File: src/rtl/fp_unpack_pkg.sv
// fp_unpack_pkg: raw-float record and widths shared by the recoded F32 unpack stage.
package fp_unpack_pkg;
    localparam int RECF32_W = 33;
    localparam int SEXP_W   = 10;
    localparam int SIG_W    = 25;

    typedef struct packed {
        logic              invalidExc;
        logic              isNaN;
        logic              isInf;
        logic              isZero;
        logic              sign;
        logic [SEXP_W-1:0] sExp;
        logic [SIG_W-1:0]  sig;
    } raw_rec_t;
endpackage

File: src/rtl/recf32_raw_unpack.sv
// recf32_raw_unpack: combinational split of a recoded F32 operand into raw-float fields.
module recf32_raw_unpack
    import fp_unpack_pkg::*;
(
    input  logic [RECF32_W-1:0] i_bits,
    output raw_rec_t            o_raw
);
    logic [8:0]  w_exp;
    logic [22:0] w_fract;
    logic        w_is_zero;
    logic        w_is_nan;

    assign w_exp     = i_bits[31:23];
    assign w_fract   = i_bits[22:0];
    assign w_is_zero = w_exp[8:6] == 3'b000;
    assign w_is_nan  = w_exp[8:6] == 3'b111;

    // A NaN with the quiet bit clear is signaling and raises invalid.
    assign o_raw.invalidExc = w_is_nan & ~w_fract[22];
    assign o_raw.isNaN      = w_is_nan;
    assign o_raw.isInf      = w_exp[8:6] == 3'b110;
    assign o_raw.isZero     = w_is_zero;
    assign o_raw.sign       = i_bits[32];
    assign o_raw.sExp       = {1'b0, w_exp};
    assign o_raw.sig        = {1'b0, ~w_is_zero, w_fract};
endmodule

File: src/rtl/recf32_unpack_stage.sv
// recf32_unpack_stage: unpacks recoded F32 operands and buffers raw records in a DEPTH-entry FIFO.
// Optional RECF32_UNPACK_SNAN_COUNT_EN adds a saturating signaling-NaN push counter.
module recf32_unpack_stage
    import fp_unpack_pkg::*;
#(
    parameter int DEPTH = 2
) (
    input  logic                clock,
    input  logic                reset_n,
    input  logic                io_in_valid,
    output logic                io_in_ready,
    input  logic [RECF32_W-1:0] io_in_bits,
    output logic                io_out_valid,
    input  logic                io_out_ready,
    output logic                io_invalidExc,
    output logic                io_in_isNaN,
    output logic                io_in_isInf,
    output logic                io_in_isZero,
    output logic                io_in_sign,
    output logic [SEXP_W-1:0]   io_in_sExp,
    output logic [SIG_W-1:0]    io_in_sig
`ifdef RECF32_UNPACK_SNAN_COUNT_EN
    ,
    output logic [15:0]         io_snanCount
`endif
);
    localparam int PW = (DEPTH > 1) ? $clog2(DEPTH) : 1;
    localparam int CW = $clog2(DEPTH + 1);

    raw_rec_t        w_raw;
    raw_rec_t        w_head;
    raw_rec_t        r_mem [DEPTH];
    logic [PW-1:0]   r_wr_ptr;
    logic [PW-1:0]   r_rd_ptr;
    logic [CW-1:0]   r_count;
    logic            w_push;
    logic            w_pop;

    recf32_raw_unpack u_unpack (
        .i_bits (io_in_bits),
        .o_raw  (w_raw)
    );

    // Ready depends only on stored occupancy, so a full buffer blocks push even while popping.
    assign io_in_ready  = r_count < CW'(DEPTH);
    assign io_out_valid = r_count != '0;
    assign w_push       = io_in_valid & io_in_ready;
    assign w_pop        = io_out_valid & io_out_ready;
    assign w_head       = r_mem[r_rd_ptr];

    always_ff @(posedge clock or negedge reset_n) begin
        if (!reset_n) begin
            r_wr_ptr <= '0;
            r_rd_ptr <= '0;
            r_count  <= '0;
            for (int i = 0; i < DEPTH; i++) r_mem[i] <= '0;
        end else begin
            if (w_push) begin
                r_mem[r_wr_ptr] <= w_raw;
                r_wr_ptr        <= r_wr_ptr + 1'b1;
            end
            if (w_pop) r_rd_ptr <= r_rd_ptr + 1'b1;
            r_count <= r_count + CW'(w_push) - CW'(w_pop);
        end
    end

    assign io_invalidExc = w_head.invalidExc;
    assign io_in_isNaN   = w_head.isNaN;
    assign io_in_isInf   = w_head.isInf;
    assign io_in_isZero  = w_head.isZero;
    assign io_in_sign    = w_head.sign;
    assign io_in_sExp    = w_head.sExp;
    assign io_in_sig     = w_head.sig;

`ifdef RECF32_UNPACK_SNAN_COUNT_EN
    logic [15:0] r_snan_cnt;

    always_ff @(posedge clock or negedge reset_n) begin
        if (!reset_n) r_snan_cnt <= '0;
        else if (w_push && w_raw.invalidExc && r_snan_cnt != 16'hFFFF) r_snan_cnt <= r_snan_cnt + 16'd1;
    end

    assign io_snanCount = r_snan_cnt;
`endif
endmodule

File: config.mk
export PLATFORM = sky130hd
export DESIGN_NAME = recf32_unpack_stage
export DESIGN_NICKNAME = d
export VERILOG_FILES = /design/src/rtl/fp_unpack_pkg.sv /design/src/rtl/recf32_raw_unpack.sv /design/src/rtl/recf32_unpack_stage.sv
export SDC_FILE = /design/constraint.sdc
export NUM_CORES = 1
export LEC_CHECK = 0
export BUFFER_PORTS_ARGS = -buffer_cell sky130_fd_sc_hd__buf_4
export CAP_MARGIN = 20
export CORE_MARGIN = 2
export CORE_UTILIZATION = 40
export DETAILED_ROUTE_END_ITERATION = 8
export PLACE_DENSITY = 0.68
export SLEW_MARGIN = 20
export SYNTH_ARGS = -nofsm -noshare
export SYNTH_HDL_FRONTEND = slang
export SYNTH_SLANG_ARGS = --single-unit
File: constraint.sdc
create_clock -name clock -period 1.38 [get_ports clock]
set_input_delay 0.207 -clock clock [delete_from_list [all_inputs] [get_ports clock]]
set_output_delay 0.207 -clock clock [all_outputs]
set_load 0.01 [all_outputs]
==> results of run 1 <==
## power by group
part	internal [mW]	switching, mW	leakage (nW)
combinational	3.87	2.34	1.23
clock	0.931	0.789	0.103
sequential	3.51	0.593	0.953
## timing repair
| item | CTS | global route |
|---|---|---|
| resized for setup | 33 | 45 |
| setup buffers | 9 | 9 |
| endpoints found under the setup margin | 111 | 118 |
| gates cloned | 8 | 2 |
| hold buffers | 1 | 0 |
| hold endpoints to repair | 80 | 0 |
| pin swaps | 6 | 10 |
## registers in the layout, indices dropped and copies added, names as in the netlist
register,cells
r_wr_ptr,1
r_mem,76
r_rd_ptr,1
r_count,2
## final timing paths
kind | startpoint | end | slack, ps | cells past startpoint
max in group asynchronous | reset_n | r_rd_ptr | 590 | 3
worst max-delay path | r_rd_ptr | io_invalidExc | -270 | 3
min in group asynchronous | reset_n | r_mem[30] | 420 | 3
worst min-delay path | io_in_bits[22] | r_mem[79] | 100 | 2
worst min register to register | r_mem[53] | r_mem[53] | 500 | 1
worst max register to register | r_count[1] | r_mem[23] | -240 | 5
## layout make-up
cell class	instances	area, um2
clock buffer	13	159
clock inverter	3	40.0
fill	717	3660
inverter	2	10.0
multi-input combinational	145	1540
sequential	80	2000
tap	108	135
timing repair buffer	108	1040
## per-layer routing
layer  track usage (%)  up-vias
li1                  -     1067
met1              21.8     1139
met2              27.7       53
met3              4.96        7
met4              4.70        0
met5                 0        -
## cells in the final DEF (no fill, tap or decap), types with 2 or more instances in the layout
master / count
clkbuf_1: 2
dfrtp_1: 79
nand3b_1: 2
o21ai_1: 2
buf_12: 10
buf_8: 3
conb_1: 2
mux2_2: 96
clkinv_2: 2
o21ai_2: 4
buf_4: 80
or4_4: 2
nand2_4: 4
mux2_4: 8
nor2_1: 2
nand2_1: 4
buf_6: 12
clkbuf_8: 11
nand2_2: 5
## cell families (layout without fill, tap and decap cells)
family                     Yosys count  after routing  share of synthesized area, %
adders and majority gates            1              1                         0.359
muxes                              104            104                          33.6
xor gates and xnor gates             2              2                         0.503
other                                1              2                         0.108
and+or+nand+nor                     25             25                          3.59
buffers and inverters               17            126                          2.34
AOI/OAI and AO/OA                   11             11                          1.98
DFF                                 80             80                          57.5
## worst max-delay path, delay by kind of cell, from the launching register on
family / cells / cell delay [ps]
buffers and inverters: 2 / 340
muxes: 1 / 360
DFF: 1 / 400
## stage by stage
| step | setup TNS [ps] | setup slack, ps | util (%) | hold WS (ps) |
|---|---|---|---|---|
| finish | -17300 | -271 | 57.4 | 103 |
| global route | -22570 | -343 | 57.4 | 79.9 |
| CTS | -17580 | -304 | 56.6 | 61.5 |
| detailed placement | -4960 | -139 | 49.3 | 272 |
| global placement | -4450 | -121 | 49.3 | 265 |
| floorplan | -2600 | -149 | - | -88.6 |
==> reports/metrics.yaml, run 1 <==
outcome:
  outcome: "complete, but fails checks"
  violations: "negative setup slack"
timing:
  grt_setup_unrepaired: "true"
  hold_viol: 0
  layout_min_cycle_time_ps: 1650
  fmax_mhz: 606
  skew_ps: 3.68
  fin_ws_ps: -271
  min_period_over_period_pct: 120
  finalMaxSlewViolations: 0
  setup_viol: 110
cts:
  htreeDepth: 3
  numCtsBuffers: 9
  clk_latency_ps: 340
  clockRootBuffer: "clkbuf_8"
  cts_tree: "yes"
  clk_pin_slew_worst_paths_ps: 80
  cts.sinks: 80
  cts_buffer_depth: 2
synth:
  yosys_warnings: 0
  ys_top_cells_by_area: "dfrtp_1 57%, mux2_2 34%, nand2_1 1.4%, buf_2 1.1%, o21ai_0 0.86%"
  synth.distinct_cells: 24
  synth_top_area_cell: "dfrtp_1"
  avgSynthCellArea_um2: 14.4
  synth_edf_count: 0
  synth_area_um2: 3480
  synth_cells: 241
  synthArstFlopShare_pct: 100
  synth_top_cell_area_share_pct: 57.5
  ys_seq_area_share_pct: 57.5
  synthFlopType: "dfrtp_1"
  synth_common_cells: "104 x mux2_2, 80 x dfrtp_1, 13 x nand2_1, 8 x buf_2, 6 x o21ai_0"
  ys_seq_elements: 80
  post-synth-top-count-cell: "mux2_2"
worst_setup_path:
  cp_data_arrival_time_ps: 1440
  crit_chain: "buf_12 -> mux2_2 -> buf_4"
  max_stage_delay_ps: 400
  crit_path_max_fanout: 23
  slowest_stage: "dfrtp_2"
  critical_path_class: "register to output port"
  required_ps: 1170
  cp-end-kind: "output port"
  start_kind: "register"
floorplan:
  rows: 34
  fp.dieH_um: 97.3
  die_area_um2: 9470
  start_util_pct: 40.5
  pin_count: 79
  die_x_um: 97.3
  coreArea_um2: 8590
pwr:
  irDropWorstVdd_v: 0.00125
  total_power_mw: 12.0
  p_per_area_nw_per_um2: 2440
  p_leak_nw: 2.29
global_route:
  grt_max_degree: 81
  antenna_found_initial: 0
  grt_use_total_pct: 16.8
  grt_pass1_wl_mm: 12.5
  grt_remaining_overflow: 0
  grt_pass1_vias: 2381
place:
  gp_congestion: 0.747
  place_hpwl_mm: 4.41
  numPortBuffers: 76
  place_area_um2: 4240
  dpl.cell_count: 422
detailed_routing:
  drt_iter0_markers: 45
  top_layer: "met4"
  remaining_drc_errors: 0
  met3_length_um: 293
  wl_met1_mm: 3.37
  avgRoutedWirePerCell_um: 17.0
  routed_via_density: 4.94
  wl_met2_mm: 4.01
  ant_nets: 0
  routed_wl_mm: 7.79
  firstDrtPassIters: 4
  vias: 2266
final_layout:
  instances_no_fill: 459
  stdcell_area_um2: 4930
  post_route_cells_drive_above_1_share_pct: 70.9
  final_nets: 384
  antenna-diode-count: 0
  area_delta_synth_final_pct: 41.6
flow_run:
  drv_cap: 0
worst_hold_path:
  hp-class: "input port to register"
No activity file was read; power rests on OpenSTA's default activity.
==> inputs of run 2 (changes only) <==
- BUFFER_PORTS_ARGS: -buffer_cell sky130_fd_sc_hd__buf_4 -> -buffer_cell sky130_fd_sc_hd__buf_2
- RECOVER_POWER: not set -> 100
==> run 2 against run 1 <==
Net effect: die area is the same; sequential share of layout area grew 1.8 points; final cell count shrank 0.65%; highest routed layer unchanged; hold slack gained 3.2 ps; clock-buffer cell count is the same; sequential cell count is the same; largest power group unchanged; via count grew 1.1%; first-iteration DRC count grew 42%; sequential power is essentially flat; the run still ends with negative setup slack left; clock power grew 9%.
==> reports/metrics.yaml, run 2 (synthesis results as in run 1) <==
global_route:
  grt_pass1_wl_mm: 12.1  # -2.9%
  grt_remaining_overflow: 0  # unchanged
  grt_max_degree: 81  # unchanged
  grt_use_total_pct: 16.4  # -0.47 points
  grt_pass1_vias: 2386  # +0.21%
  antenna_found_initial: 0  # unchanged
timing:
  grt_setup_unrepaired: "true"
  tightest_slew_ps: 715
  layout_min_cycle_time_ps: 1650  # -0.166 ps
  min_period_over_period_pct: 120  # about the same
  skew_ps: 5.89  # +2.21 ps
  relSlewSlack_pct: 52.3
  setup_viol: 111  # +0.91%
  fmax_mhz: 606  # about the same
  finalMaxSlewViolations: 0  # unchanged
  hold_viol: 0  # unchanged
  fin_ws_ps: -270  # +0.166 ps
pwr:
  p_leak_nw: 2.24  # -2.3%
  irDropWorstVdd_v: 0.00107  # -15%
  p_per_area_nw_per_um2: 2450  # +0.55%
worst_setup_path:
  cp-end-kind: "output port"
  crit_chain: "buf_12 -> mux2_2 -> buf_2"
  cp_data_arrival_time_ps: 1440  # about the same
  timing.rr.start: "r_wr_ptr"
  slowest_stage: "dfrtp_2"
  max_stage_delay_ps: 400  # about the same
  cpLargestDelayFamily: "flip-flops"
  start_kind: "register"
  crit_start: "r_rd_ptr"
  required_ps: 1170  # about the same
  critical_path_class: "register to output port"
  worst-path-buf-inv: 2  # unchanged
  crit_path_max_fanout: 23  # unchanged
final_layout:
  antenna-diode-count: 0  # unchanged
  largest_reg_flops: 76  # unchanged
  fillers: 746  # +4.0%
  final_util_pct: 55.0  # -2.4 points
  top_regs: "r_mem x76, r_count x2"
  final_cell_mix: "91 x mux2_2, 79 x dfrtp_1, 72 x buf_2"
  final_nets: 381  # -0.78%
  area_delta_synth_final_pct: 35.7
  post_route_cells_drive_above_1_share_pct: 67.8  # -3.1 points
  top_register: "r_mem"
  mostFrequentLayoutCell: "mux2_2"
  instances_no_fill: 456  # -0.65%
cts:
  cts_tree: "yes"
  numCtsBuffers: 9  # unchanged
  clockRootBuffer: "clkbuf_8"
  htreeDepth: 3  # unchanged
  clk_pin_slew_worst_paths_ps: 80  # about the same
  clk_latency_ps: 340  # about the same
  cts_buffer_depth: 2  # unchanged
  cts.sinks: 80  # unchanged
flow_run:
  drv_cap: 0  # unchanged
floorplan:
  pin_count: 79  # unchanged
  start_util_pct: 40.5  # unchanged
  fp.dieH_um: 97.3  # unchanged
  rows: 34  # unchanged
  coreArea_um2: 8590  # unchanged
  die_x_um: 97.3  # unchanged
  die_area_um2: 9470  # unchanged
outcome:
  outcome: "complete, but fails checks"
  violations: "negative setup slack"
detailed_routing:
  ant_nets: 0  # unchanged
  remaining_drc_errors: 0  # unchanged
  firstDrtPassIters: 4  # unchanged
  avgRoutedWirePerCell_um: 16.8  # -0.98%
  routed_via_density: 5.02  # +1.8%
  vias: 2291  # +1.1%
  drt_iter0_markers: 64  # +42%
  routed_wl_mm: 7.66  # -1.6%
place:
  place_hpwl_mm: 4.37  # -0.97%
  dpl.cell_count: 423  # +0.24%
  gp_congestion: 0.723  # -3.1%
  numPortBuffers: 76  # unchanged
worst_hold_path:
  hp-class: "input port to register"
  hp-start: "io_in_bits[8]"
## run 2: cell types whose count changed in the layout (fill, tap and decap cells not counted), moves of 3 or more
cell and change:
nand2_1 +3, buf_4 -76, buf_2 +72, mux2_4 +5
o21ai_2 -3, o21ai_0 +3, buf_12 -3, mux2_2 -5
buf_16 +3
## run 2: final cells by class
cell class              count  area (um2)  area share (%)
inverters                   2        7.51           0.159
clock buffers              13         149            3.15
flip-flops and latches     80        2000            42.4
clock inverters             3        65.1            1.38
well taps                 108         135            2.86
repair buffers            105         842            17.8
multi-input cells         145        1520            32.2
## run 2: worst paths after layout
kind	to	slack (ps)	cells after the start
max	io_in_isNaN	-270	3
max in group asynchronous	r_rd_ptr	310	3
min	r_mem[48]	110	2
min in group asynchronous	r_mem[30]	560	3
max reg2reg	r_mem[70]	-260	4
min reg2reg	r_mem[37]	490	2
## run 2: layer usage
metal  wire length (um)  global-route usage (%)
met1               3380                    21.9
met3                305                    3.31
met2               3840                    26.2
met4                133                    6.62
met5                  0                       0
## run 2: metrics by stage
stage               hold slack, ps  TNS, ps  setup slack (ps)  total power [mW]  instance area (um2)
global route                  92.6   -20560              -335              12.3                 4730
global placement               267    -4960              -137              8.63                 4060
detailed placement             270    -5860              -160              8.77                 4060
floorplan                    -88.6    -2600              -149              7.14                 3490
finish                         106   -15940              -270              11.6                 4730
CTS                           77.1   -14600              -293              11.6                 4660
## run 2: what timing repair did
action / in CTS / in global routing
pin swaps: 4 / 5
endpoints found under the hold margin: 80 / 0
setup endpoints to repair: 105 / 116
resized for setup: 31 / 42
setup buffers: 6 / 8
cloned: 8 / 1
hold buffers: 1 / 0
## run 2: report_power, final
group | switching [mW] | internal (mW)
Clock | 0.798 | 1.07
Combinational | 2.24 | 3.39
Sequential | 0.589 | 3.51
==> inputs of run 3 (changes only) <==
- SKIP_LAST_GASP: not set -> 1
- clock period: 1.38 -> 1.4 ns (I/O delays scaled with it)
==> run 3 against run 2 <==
Net effect: the flow still finishes with violations (negative setup slack); final cell count decreased by 0.66%; total power decreased by 3.5%; die area unchanged; clock-buffer cell count unchanged; first-iteration DRC count increased by 1.6%; critical path depth unchanged; design area decreased by 1.8%; wire length decreased by 1.5%.
==> reports/metrics.yaml, run 3 (synthesis results as in run 1) <==
worst_setup_path:
  r2r_end: "r_mem[50]"
  cp-end-kind: "output port"
  timing.rr.start: "r_wr_ptr"
  crit_path_max_fanout: 23  # unchanged
  start_kind: "register"
  crit_start: "r_rd_ptr"
  cp_data_arrival_time_ps: 1450  # about the same
  reg2reg_slack_ps: -200  # +60 ps
  critical_path_class: "register to output port"
  endpoint: "io_invalidExc"
  required_ps: 1190  # +20 ps
  r2r_cells: 4  # unchanged
final_layout:
  top_register: "r_mem"
  top_regs: "r_mem x76, r_count x2"
  largest_reg_flops: 76  # unchanged
  final_nets: 378  # -0.79%
  mostFrequentLayoutCell: "mux2_2"
  area_delta_synth_final_pct: 33.3
  antenna-diode-count: 0  # unchanged
  post_route_cells_drive_above_1_share_pct: 67.5  # -0.28 points
  final_cell_mix: "98 x mux2_2, 79 x dfrtp_1, 73 x buf_2"
  fillers: 749  # +0.40%
cts:
  htreeDepth: 3  # unchanged
  clk_pin_slew_worst_paths_ps: 80  # about the same
  cts.sinks: 80  # unchanged
  numCtsBuffers: 9  # unchanged
  clk_latency_ps: 340  # about the same
  cts_tree: "yes"
  clockRootBuffer: "clkbuf_8"
  cts_buffer_depth: 2  # unchanged
detailed_routing:
  vias: 2261  # -1.3%
  firstDrtPassIters: 4  # unchanged
  routed_wl_mm: 7.54  # -1.5%
  routed_via_density: 4.99  # -0.66%
  ant_nets: 0  # unchanged
  remaining_drc_errors: 0  # unchanged
  avgRoutedWirePerCell_um: 16.7  # -0.86%
  drt_iter0_markers: 65  # +1.6%
timing:
  layout_min_cycle_time_ps: 1660
  finalMaxSlewViolations: 0  # unchanged
  relSlewSlack_pct: 52.1  # -0.22 points
  setup_viol: 91  # -18%
  hold_viol: 0  # unchanged
  min_period_over_period_pct: 118
  grt_setup_unrepaired: "true"
  fin_ws_ps: -256  # +14.5 ps
  setup_tns_ps: -13390  # +2550 ps
  fmax_mhz: 604
  skew_ps: 6.18  # +0.290 ps
  tightest_slew_ps: 718  # +3.24 ps
place:
  gp_congestion: 0.723  # unchanged
  numPortBuffers: 76  # unchanged
  place_hpwl_mm: 4.37  # unchanged
  dp_slack_ps: -140  # +20.0 ps
outcome:
  outcome: "complete, but fails checks"
  violations: "negative setup slack"
pwr:
  irDropWorstVdd_v: 0.000998  # -6.9%
  p_leak_nw: 2.17  # -2.8%
  p_per_area_nw_per_um2: 2410  # -1.7%
worst_hold_path:
  hp-class: "input port to register"
floorplan:
  rows: 34  # unchanged
  die_area_um2: 9470  # unchanged
  coreArea_um2: 8590  # unchanged
  die_x_um: 97.3  # unchanged
  pin_count: 79  # unchanged
  start_util_pct: 40.5  # unchanged
  fp.dieH_um: 97.3  # unchanged
global_route:
  top_usage_layer: "met2"
  antenna_found_initial: 0  # unchanged
  grt_max_degree: 81  # unchanged
  met2_usage_pct: 24.8  # -1.3 points
  grt_remaining_overflow: 0  # unchanged
  grt_pass1_vias: 2363  # -0.96%
  grtUsageMet3_pct: 3.31  # unchanged
  grt_pass1_wl_mm: 11.8  # -2.6%
  gr-usage-met1_pct: 21.4  # -0.57 points
  grt_use_total_pct: 15.8  # -0.57 points
flow_run:
  drv_cap: 0  # unchanged
-- run 3: how the worst min path moves through the flow --
stage / endpoint / cells past startpoint / from
after floorplan: r_count[0] / 0 / reset_n
after global placement: r_mem[65] / 2 / reset_n
after detailed placement: r_mem[65] / 2 / reset_n
after CTS: r_mem[79] / 2 / io_in_bits[22]
after global routing: r_mem[17] / 2 / io_in_bits[17]
final: r_mem[48] / 2 / io_in_bits[8]
-- run 3: critical path: stages, from the launching register on --
cell,delay (ps)
dfrtp_2,400
buf_12,190
mux2_2,370
buf_2,150
-- run 3: through the flow --
step                util [%]  hold slack [ps]  std cells  total power [mW]  area [um2]
CTS                     52.9             80.1        450              11.1        4550
floorplan                  -            -85.6        242              7.04        3490
finish                  54.0              111        453              11.2        4640
global placement        47.2              270        423              8.51        4060
detailed placement      47.2              273        423              8.65        4060
global route            54.0             95.6        453              11.9        4640
-- run 3: area by class of cell --
class,count,area [um2],area share (%)
Sequential cell,80,2000,43.2
Multi-Input combinational cell,145,1500,32.3
Timing Repair Buffer,102,781,16.8
Clock buffer,13,149,3.21
Tap cell,108,135,2.91
Clock inverter,3,65.1,1.40
Inverter,2,7.51,0.162
-- run 3: power by group --
group          switching, mW  internal (mW)
sequential             0.568           3.46
combinational           2.16           3.16
clock                  0.787           1.05
-- run 3: what timing repair did --
action	4_1_cts	5_1_grt
setup buffers	5	6
endpoints found under the hold margin	80	0
endpoints found under the setup margin	105	116
hold buffers	1	0
gates resized for setup	21	33
pin swaps	3	5
gates cloned	5	2
-- run 3: per-layer routing --
| metal | vias to the layer above | routed length (um) |
|---|---|---|
| met1 | 1146 | 3350 |
| li1 | 1053 | - |
| met5 | - | 0 |
| met3 | 12 | 304 |
| met4 | 0 | 138 |
| met2 | 50 | 3750 |
